==> config.mk <==
export PLATFORM = sky130hd
export DESIGN_NAME = xmem_arbiter
export DESIGN_NICKNAME = d
export VERILOG_FILES = /design/src/rtl/xmem_arbiter.sv
export SDC_FILE = /design/constraint.sdc
export NUM_CORES = 1
export LEC_CHECK = 0
export BUFFER_PORTS_ARGS = -buffer_cell sky130_fd_sc_hd__buf_2
export CAP_MARGIN = 0
export CORE_MARGIN = 3
export CORE_UTILIZATION = 46
export CTS_CLUSTER_SIZE = 20
export DETAILED_ROUTE_END_ITERATION = 8
export PLACE_DENSITY = 0.82
export SETUP_SLACK_MARGIN = 0.5
export SKIP_CTS_REPAIR_TIMING = 1
export SYNTH_ARGS = -nofsm -noshare
export SYNTH_HDL_FRONTEND = slang
export SYNTH_SLANG_ARGS = --single-unit
export TNS_END_PERCENT = 10
==> constraint.sdc <==
create_clock -name clock -period 3.87 [get_ports clock]
set_input_delay 1.161 -clock clock [delete_from_list [all_inputs] [get_ports clock]]
set_output_delay 1.161 -clock clock [all_outputs]
set_load 0.05 [all_outputs]
==> src/rtl/xmem_arbiter.sv <==
// Multi-port arbiter and controller for one asynchronous SRAM-style bus.
// Per-port requests are latched, granted one at a time, and sequenced as a read or a write cycle.
module xmem_arbiter #(
  parameter int NPORTS      = 4,
  parameter int AW          = 23,
  parameter int DW          = 16,
  parameter int BEW         = DW / 8,
  parameter int RD_WAIT     = 1,
  parameter int WR_PULSE    = 1,
  parameter int ROUND_ROBIN = 1,
  localparam int GW         = (NPORTS > 1) ? $clog2(NPORTS) : 1
) (
  input  logic                  clock,
  input  logic                  reset,
  input  logic [NPORTS-1:0]     req_rd,
  input  logic [NPORTS-1:0]     req_wr,
  input  logic [NPORTS*AW-1:0]  req_addr,
  input  logic [NPORTS*DW-1:0]  req_wdata,
  input  logic [NPORTS*BEW-1:0] req_be_n,
  output logic [NPORTS-1:0]     rd_ack,
  output logic [NPORTS-1:0]     wr_ack,
  output logic [DW-1:0]         rdata,
  output logic [AW-1:0]         SRAM_ADR,
  output logic [BEW-1:0]        SRAM_BE,
  output logic [DW-1:0]         SRAM_DAT_out,
  input  logic [DW-1:0]         SRAM_DAT_in,
  output logic                  SRAM_DAT_drive,
  output logic                  SRAM_CE,
  output logic                  SRAM_OE,
  output logic                  SRAM_WE,
  output logic                  addr_strobe,
  input  logic                  memory_busy,
  input  logic                  use_memory_busy,
  output logic [GW-1:0]         grant_id
);

  localparam int CW = 4;

  typedef enum logic [2:0] {
    S_IDLE, S_RD, S_RD_SAMP, S_WR_SETUP, S_WR_PULSE, S_WR_END, S_GRACE
  } state_t;

  state_t               state_q, state_d;
  logic [CW-1:0]        cnt_q, cnt_d;
  logic [NPORTS-1:0]    rd_pend_q, rd_pend_d, wr_pend_q, wr_pend_d;
  logic [NPORTS-1:0]    clr_rd, clr_wr;
  logic [NPORTS-1:0]    rd_ack_q, rd_ack_d, wr_ack_q, wr_ack_d;
  logic [GW-1:0]        last_q, last_d, grant_q, grant_d;
  logic                 ce_q, ce_d, oe_q, oe_d, we_q, we_d;
  logic                 drive_q, drive_d, strobe_q, strobe_d;
  logic [DW-1:0]        rdata_q, rdata_d, dout_q, dout_d;
  logic [AW-1:0]        adr_q, adr_d;
  logic [BEW-1:0]       be_q, be_d;

  logic [AW-1:0]        addr_arr  [NPORTS];
  logic [DW-1:0]        wdata_arr [NPORTS];
  logic [BEW-1:0]       be_arr    [NPORTS];

  logic [NPORTS-1:0]    rd_live, wr_live, any_req;
  logic                 found;
  logic [GW-1:0]        pick, cand;
  logic                 busy;

  for (genvar gi = 0; gi < NPORTS; gi++) begin : g_unpack
    assign addr_arr[gi]  = req_addr[gi*AW +: AW];
    assign wdata_arr[gi] = req_wdata[gi*DW +: DW];
    assign be_arr[gi]    = req_be_n[gi*BEW +: BEW];
  end

  // Live pulses take part in arbitration so an idle bus grants in the request cycle.
  assign rd_live = rd_pend_q | req_rd;
  assign wr_live = wr_pend_q | req_wr;
  assign any_req = rd_live | wr_live;
  assign busy    = use_memory_busy & memory_busy;

  always_comb begin
    found = 1'b0;
    pick  = '0;
    cand  = '0;
    for (int k = 0; k < NPORTS; k++) begin
      if (ROUND_ROBIN != 0) cand = GW'((int'(last_q) + 1 + k) % NPORTS);
      else                  cand = GW'(k);
      if (!found && any_req[cand]) begin
        found = 1'b1;
        pick  = cand;
      end
    end
  end

  always_comb begin
    state_d  = state_q;
    cnt_d    = cnt_q;
    last_d   = last_q;
    grant_d  = grant_q;
    ce_d     = ce_q;
    oe_d     = oe_q;
    we_d     = we_q;
    drive_d  = drive_q;
    strobe_d = 1'b0;
    rd_ack_d = '0;
    wr_ack_d = '0;
    rdata_d  = rdata_q;
    dout_d   = dout_q;
    adr_d    = adr_q;
    be_d     = be_q;
    clr_rd   = '0;
    clr_wr   = '0;
    case (state_q)
      S_IDLE: begin
        if (found) begin
          grant_d  = pick;
          last_d   = pick;
          adr_d    = addr_arr[pick];
          be_d     = be_arr[pick];
          strobe_d = 1'b1;
          ce_d     = 1'b0;
          if (rd_live[pick]) begin
            clr_rd[pick] = 1'b1;
            oe_d         = 1'b0;
            cnt_d        = CW'(RD_WAIT);
            state_d      = S_RD;
          end else begin
            clr_wr[pick] = 1'b1;
            dout_d       = wdata_arr[pick];
            drive_d      = 1'b1;
            state_d      = S_WR_SETUP;
          end
        end
      end
      S_RD: begin
        if (cnt_q == '0) state_d = S_RD_SAMP;
        else             cnt_d   = cnt_q - 1'b1;
      end
      S_RD_SAMP: begin
        if (!busy) begin
          rdata_d           = SRAM_DAT_in;
          ce_d              = 1'b1;
          oe_d              = 1'b1;
          rd_ack_d[grant_q] = 1'b1;
          state_d           = S_IDLE;
        end
      end
      S_WR_SETUP: begin
        we_d    = 1'b0;
        cnt_d   = CW'(WR_PULSE - 1);
        state_d = S_WR_PULSE;
      end
      S_WR_PULSE: begin
        if (cnt_q != '0) begin
          cnt_d = cnt_q - 1'b1;
        end else if (!busy) begin
          we_d              = 1'b1;
          ce_d              = 1'b1;
          wr_ack_d[grant_q] = 1'b1;
          state_d           = S_WR_END;
        end
      end
      S_WR_END: begin
        // Data stays driven through the ack cycle for hold time.
        drive_d = 1'b0;
        state_d = S_GRACE;
      end
      S_GRACE:  state_d = S_IDLE;
      default:  state_d = S_IDLE;
    endcase
  end

  // A pulse that was itself granted is consumed; a pulse on top of an older pending one re-arms.
  assign rd_pend_d = (rd_pend_q & ~clr_rd) | (req_rd & ~(clr_rd & ~rd_pend_q));
  assign wr_pend_d = (wr_pend_q & ~clr_wr) | (req_wr & ~(clr_wr & ~wr_pend_q));

  always_ff @(posedge clock) begin
    if (reset) begin
      state_q   <= S_IDLE;
      cnt_q     <= '0;
      rd_pend_q <= '0;
      wr_pend_q <= '0;
      last_q    <= GW'(NPORTS - 1);
      grant_q   <= '0;
      ce_q      <= 1'b1;
      oe_q      <= 1'b1;
      we_q      <= 1'b1;
      drive_q   <= 1'b0;
      strobe_q  <= 1'b0;
      rd_ack_q  <= '0;
      wr_ack_q  <= '0;
      rdata_q   <= '0;
      dout_q    <= '0;
      adr_q     <= '0;
      be_q      <= '1;
    end else begin
      state_q   <= state_d;
      cnt_q     <= cnt_d;
      rd_pend_q <= rd_pend_d;
      wr_pend_q <= wr_pend_d;
      last_q    <= last_d;
      grant_q   <= grant_d;
      ce_q      <= ce_d;
      oe_q      <= oe_d;
      we_q      <= we_d;
      drive_q   <= drive_d;
      strobe_q  <= strobe_d;
      rd_ack_q  <= rd_ack_d;
      wr_ack_q  <= wr_ack_d;
      rdata_q   <= rdata_d;
      dout_q    <= dout_d;
      adr_q     <= adr_d;
      be_q      <= be_d;
    end
  end

  assign rd_ack         = rd_ack_q;
  assign wr_ack         = wr_ack_q;
  assign rdata          = rdata_q;
  assign SRAM_ADR       = adr_q;
  assign SRAM_BE        = be_q;
  assign SRAM_DAT_out   = dout_q;
  assign SRAM_DAT_drive = drive_q;
  assign SRAM_CE        = ce_q;
  assign SRAM_OE        = oe_q;
  assign SRAM_WE        = we_q;
  assign addr_strobe    = strobe_q;
  assign grant_id       = grant_q;

endmodule

==> results.md, run 1 <==
* Crit path cell chain: buf_2 > or4_1 > a22oi_2 > nand4_1 > a221o_1 > buf_12 > a221o_1 > a21oi_1
* Leak pwr at roughly 3.0 nW
* Fmax at 307 MHz
* Total die area at 0.0125 mm2
* Max-cap viol count at 0
* Port Buffers at 263
* CORE AREA at 0.0109 mm2
* YS warnings at 0
* Largest net degree at the start of global routing at 70
* Routed via count at ~6000
* Global placer's final weighted congestion at 0.883
* Vias in the first global route at 5810
* First-pass GRT wire length at 28400 um
* Critical path data required time at 4160 ps
* Crit end category: flip-flop
* Reg clk slew, reported paths at approximately 90 ps
* Setup Viol. Count Final at 0
* Initial antenna violation count at 0
* Unrepaired setup endpoints after global routing: true
* Top FF cell, synth: dfxtp_1
* Later-pin clock latency in the skew report at 370 ps
* Slowest stage delay, CP at 640 ps
* Avg Synthesized Cell Area at 8.21 um2
* Tightest Pin Transition at 753 ps
* Pwr dens at 915 mW/mm2
* I/O Pins at between 200 and 300
* DRC violations left at 0
* Hold Path Class: reg2reg
* Layout cells sized above 1 at 37.8%
* Seq/Total Area, Yosys at between 30 and 40%
* Max FO, Critical Path at 33
* H-tree levels at 3
* Post-DRT Antenna Nets at 0
* Cell mode on critical path: a221o_1
* Via density at between 5 and 6
* Startpoint Class: input pin
* Final clock skew at 11.2 ps
* Final max-slew violation count at 0
* Pre-antenna DRT Iters at 5
* Iter 0 DRT Violations at 355
* Peak VDD IR at 0.668 mV
* Seq cells post-synth at 89
* Reg2Reg Setup Slack at ~1200 ps
* Final nets at 1062
* Num CTS Buffers at 9
* Cell variety after synth at 56
* Placed cells at ~1000
* Critical Path AT at approximately 3500 ps
* Deepest clock path buffer count at 2
* N_diodes at 0
* Wirelength, routed at 17700 um
* Uppermost layer routed: met4
* CTS tree: yes
* Final Cycle Share at 84.1%
* Asr flop ratio synth at 0%
* Syn Inst Count at ~630
* Die width at approximately 110 um
* Final setup TNS at 0 ps
* Met1 WL at between 6000 and 7000 um
* Area delta synth->final at 33.6%
* Metal3 WL at 1420 um
* Starting density of the core at a little under half
* Critical path buffer and inverter count at 2
* Post-Layout Cell Count at 1013
* Die Height at around 110 um
* CTS Root Buffer Type: clkbuf_8
* Synthesized cell area at 0.00516 mm2
* Clk sink count at 89
* Row count at 38
* EDFF count, synth at 0
* Slew margin rel. at 49.7%
* DR WL/cell at 17.5 um
* Post-Syn Nets at 823
* Minimum clock period at 3250 ps
* Critical path's top delay family: compound AO/OA/AOI/OAI gates
* CP Class: in2reg
* Overflow after GRT at 0
* CP max-delay cell: or4_1
* Status: finished clean
* Total GRT Usage at 27.4%
* Metal2 WL at 8950 um
* Fin. Hold Viols at 0
* Dpl hpwl at 13000 um
==> cell families (layout without fill, tap and decap cells) <==
family | after synthesis | after routing | synth area share [%]
and+or+nand+nor | 243 | 243 | 25.2
AOI/OAI and AO/OA | 198 | 198 | 28.7
DFF | 89 | 89 | 34.5
buffers and inverters | 69 | 313 | 5.62
muxes | 25 | 25 | 4.89
adders and majority gates | 3 | 3 | 0.678
xor gates and xnor gates | 2 | 2 | 0.339
==> flip-flops by register name, indices dropped and copies added (netlist names) <==
name / flops
cnt_q: 4
SRAM_DAT_drive: 1
addr_strobe: 1
SRAM_ADR: 23
grant_id: 2
state_q: 3
SRAM_BE: 2
rd_pend_q: 4
last_q: 2
SRAM_OE: 1
SRAM_CE: 1
wr_pend_q: 4
rd_ack: 4
rdata: 16
wr_ack: 4
SRAM_DAT_out: 16
SRAM_WE: 1
==> report_power, final <==
part           leakage, nW  internal [W]  switching, W
clock network        0.108      0.000313      0.000369
registers            0.731       0.00124      0.000229
logic                 2.19       0.00144       0.00272
==> path summary, 6_finish.rpt <==
kind                                start                            to  depth (start not counted)
setup / recovery                req_wr[1]  SRAM_DAT_out[2]$_SDFFE_PP0P_                          8
hold / removal      rdata[5]$_SDFFE_PP0P_         rdata[5]$_SDFFE_PP0P_                          2
setup reg to reg  rd_pend_q[2]$_SDFF_PP0_  SRAM_DAT_out[2]$_SDFFE_PP0P_                          7
hold reg to reg     rdata[5]$_SDFFE_PP0P_         rdata[5]$_SDFFE_PP0P_                          2
==> area by class of cell <==
| cell class | instances | area (um2) |
|---|---|---|
| clock buffer | 9 | 124 |
| clock inverter | 7 | 83.8 |
| fill | 1031 | 3990 |
| inverter | 5 | 18.8 |
| multi-input combinational | 471 | 3130 |
| sequential | 89 | 1780 |
| tap | 140 | 175 |
| timing repair buffer | 292 | 1580 |
==> layer usage <==
layer,global-route usage [%],vias up
li1,-,2890
met5,0,-
met1,32.9,2816
met4,8.41,0
met2,48.0,280
met3,7.12,32
==> layout by cell type, fill, tap and decap left out, types with 3 or more instances in the layout <==
cell,count
a2111oi_0,37
mux2i_1,23
or4_1,3
nor3_1,10
and4_1,39
buf_2,263
buf_12,4
o32ai_1,3
a211o_1,6
nor4_2,3
nand2b_1,4
inv_6,3
buf_4,25
o21ai_0,9
o31ai_1,3
clkbuf_8,9
and2_1,3
nand3_1,20
dfxtp_1,89
o211ai_1,6
nand2_1,116
a311o_1,24
inv_1,5
nor2b_1,5
nor4_1,3
a21oi_1,69
or2_2,3
nor2_1,22
a221o_1,17
==> worst register-to-register path, stage by stage (launching register included) <==
cell and delay (ps):
dfxtp_1 360, nor4_4 390, o211ai_1 310, a311o_1 480
a221o_1 380, buf_12 180, a221o_1 360, a21oi_1 140
==> Yosys cell counts (3+ instances only) <==
library cell | number | share of area [%]
o211ai_1 | 6 | 0.87
or2_2 | 3 | 0.36
nand2_1 | 116 | 8.4
nor2b_1 | 5 | 0.61
a311o_1 | 24 | 4.7
o32ai_1 | 3 | 0.51
a211o_1 | 6 | 1.0
nand2b_1 | 4 | 0.48
and4_1 | 39 | 6.6
mux2i_1 | 23 | 4.5
buf_1 | 3 | 0.22
and2_1 | 3 | 0.36
nor3_1 | 10 | 0.97
o21ai_0 | 9 | 0.87
nor4_1 | 3 | 0.36
a2111oi_0 | 39 | 6.6
nand3_1 | 21 | 2.0
a221o_1 | 17 | 3.3
buf_2 | 7 | 0.68
buf_6 | 3 | 0.65
nor2_1 | 22 | 1.6
or4_1 | 4 | 0.58
dfxtp_1 | 89 | 35
nor4_2 | 3 | 0.73
o31ai_1 | 3 | 0.44
clkbuf_1 | 51 | 3.7
inv_1 | 5 | 0.36
a21oi_1 | 69 | 6.7
==> stage by stage <==
step / setup WS [ps] / instance area (um2) / util (%) / hold slack, ps / power (W)
finish: 617 / 6900 / 63.4 / 455 / 0.00631
global route: 445 / 6900 / 63.4 / 478 / 0.00675
CTS: 630 / 6900 / 63.3 / 456 / 0.00633
detailed placement: 221 / 6690 / 61.4 / 443 / 0.00563
global placement: 298 / 6690 / 61.4 / 439 / 0.00557
floorplan: 484 / 5160 / - / 464 / 0.00449
Power figures use the tool's default switching activity.
==> run 2, diff against run 1 <==
Settings changed: CORE_UTILIZATION 46 to 42, PLACE_DENSITY 0.82 to 0.79.
Clock period 3.87 ns to 2.84 ns, I/O delays scaled along.
==> results.md, run 2 (synthesis gave the netlist of run 1 again) <==
* WHS Path Cells at 2
* Commonest non-fill, non-tap cell in the layout: buf_2
* Unrepaired setup endpoints after global routing: true
* Largest net degree at the start of global routing at 85
* Hold Path Origin: SRAM_ADR[9]$_SDFFE_PP0P_
* Commonest non-fill, non-tap cells in the layout: buf_2 (261), nand2_1 (113), dfxtp_1 (89)
* Row count at 39
* Total area of sequential cells at 0.00178 mm2
* Starting density of the core at between 40% and 50%
* Metal3 WL at 1660 um
* Total GRT Usage at 26.1%
* H-tree levels at 3
* Total die area at 0.0137 mm2
* Fmax at 338 MHz
* Reg2Reg Launch Point: rd_pend_q[3]$_SDFF_PP0_
* Clk sink count at 89
* Peak VDD IR at approximately 0.81 mV
* Met1 WL at between 7000 and 8000 um
* Net Sw Frac at 49.3%
* Multi-input logic area at about 0.0034 mm2
* Area delta synth->final at 55.4%
* Leak pwr at ~3.5 nW
* Deepest clock path buffer count at 2
* Uppermost layer routed: met4
* Metal2 WL at 10100 um
* Status: finished with violations
* Flop pwr share at 19.2%
* Clock power share at 10.6%
* Violated checks: negative setup slack
* DR WL/cell at roughly 19 um
* Via density at 5.91
* CTS Root Buffer Type: clkbuf_16
* Critical path data required time at 3040 ps
* DRC violations left at 0
* Die width at 117 um
* N_diodes at 0
* Vias in the first global route at 5736
* Initial antenna violation count at 0
* Pre-antenna DRT Iters at 7
* Iter 0 DRT Violations at 556
* First-pass GRT wire length at ~28000 um
* Final max-slew violation count at 0
* Final nets at roughly 1100
* Crit end category: flip-flop
* P_int at 0.00526 W
* Final clock skew at 10.3 ps
* Fillers at 969
* Post-Layout Cell Count at between 1000 and 1500
* Startpoint Class: input pin
* Reg2reg end: SRAM_DAT_out[9]$_SDFFE_PP0P_
* Max reg flops at 23
* I/O Pins at 264
* R2R depth at 8
* Hold Path Class: reg2reg
* Num CTS Buffers at 9
* Global placer's final weighted congestion at 0.891
* Dpl hpwl at 13900 um
* Reg clk slew, reported paths at 70 ps
* Fin. Hold Viols at 0
* Layout cells sized above 1 at 46.2%
* Die Height at 117 um
* Wirelength, routed at 20300 um
* Reg2Reg Setup Slack at 110 ps
* Slew margin rel. at between 30% and 40%
* Post-DRT Antenna Nets at 0
* Later-pin clock latency in the skew report at 350 ps
* Worst Setup Slack post-DPL at -600 ps
* Routed via count at 6421
* Tightest Pin Transition at 1010 ps
* Fin worst setup slack at -116 ps
* Final Cycle Share at 104%
* CORE AREA at 0.0117 mm2
* CP Class: in2reg
* Setup Viol. Count Final at 6
* Overflow after GRT at 0
* Port Buffers at 263
* Combinational power share at 70.2%
* NetSw at 0.00511 W
* Minimum clock period at between 2000 and 3000 ps
* Pwr dens at ~1300 mW/mm2
* Placed cells at 1048
* Hold Path Sink: SRAM_ADR[9]$_SDFFE_PP0P_
* Max FO, Critical Path at 15
* Critical Path AT at 3150 ps
* CTS tree: yes
* Max-cap viol count at 0
-- run 2: cell types whose count changed in the layout (fill, tap and decap cells not counted), moves of 15 or more --
cell,change
clkbuf_16,+15
a2111oi_1,+15
buf_4,+44
buf_6,+16
a2111oi_0,-24
-- run 2: worst max path at each step --
stage,from,to,slack [ps],depth (start not counted)
3_3_place_gp,req_rd[3],SRAM_ADR[6]$_SDFFE_PP0P_,-550,8
2_1_floorplan,req_rd[3],SRAM_DAT_out[15]$_SDFFE_PP0P_,-140,8
6_report,req_wr[1],SRAM_DAT_out[9]$_SDFFE_PP0P_,-120,9
3_5_place_dp,req_rd[3],SRAM_ADR[6]$_SDFFE_PP0P_,-600,8
4_1_cts,req_rd[3],SRAM_ADR[6]$_SDFFE_PP0P_,-250,8
5_1_grt,req_wr[1],SRAM_DAT_out[9]$_SDFFE_PP0P_,-260,9
-- run 2: critical path, cell delays in order --
cell and delay (ps):
buf_6 90, or4_4 560, o211ai_1 170, buf_4 210, nand3_4 160, buf_12 210
a2111oi_0 620, a221o_1 220, a21oi_2 50
-- run 2: through the flow --
step | area [um2] | util [%] | hold slack (ps) | power [W] | setup TNS, ps
2_1_floorplan | 5220 | - | 468 | 0.00618 | -3870
3_3_place_gp | 7130 | 60.9 | 439 | 0.00812 | -17090
3_5_place_dp | 7130 | 60.9 | 444 | 0.00820 | -20810
4_1_cts | 7400 | 63.2 | 453 | 0.00930 | -2410
5_1_grt | 8030 | 68.5 | 471 | 0.0110 | -1930
6_report | 8030 | 68.5 | 451 | 0.0104 | -218
-- run 2: power groups by stage --
| stage | sequential, W | clock, W | combinational, W |
|---|---|---|---|
| 6_report | 0.00199 | 0.00110 | 0.00728 |
| 2_1_floorplan | 0.00322 | 0 | 0.00297 |
| 3_3_place_gp | 0.00198 | 0 | 0.00614 |
| 4_1_cts | 0.00197 | 0.00111 | 0.00622 |
| 3_5_place_dp | 0.00199 | 0 | 0.00621 |
| 5_1_grt | 0.00203 | 0.00117 | 0.00775 |
-- run 2: cell type report --
cell class	instances	share of cell area, %
repair buffers	361	29.1
inverters	5	0.234
multi-input cells	472	42.9
clock inverters	4	0.374
well taps	143	2.23
clock buffers	12	2.95
flip-flops and latches	89	22.2
-- run 2: metal layers --
layer / up-vias / track usage [%]
met5: - / 0
met1: 3004 / 33.1
met3: 54 / 4.73
met2: 316 / 44.3
met4: 0 / 9.94
li1: 3047 / -
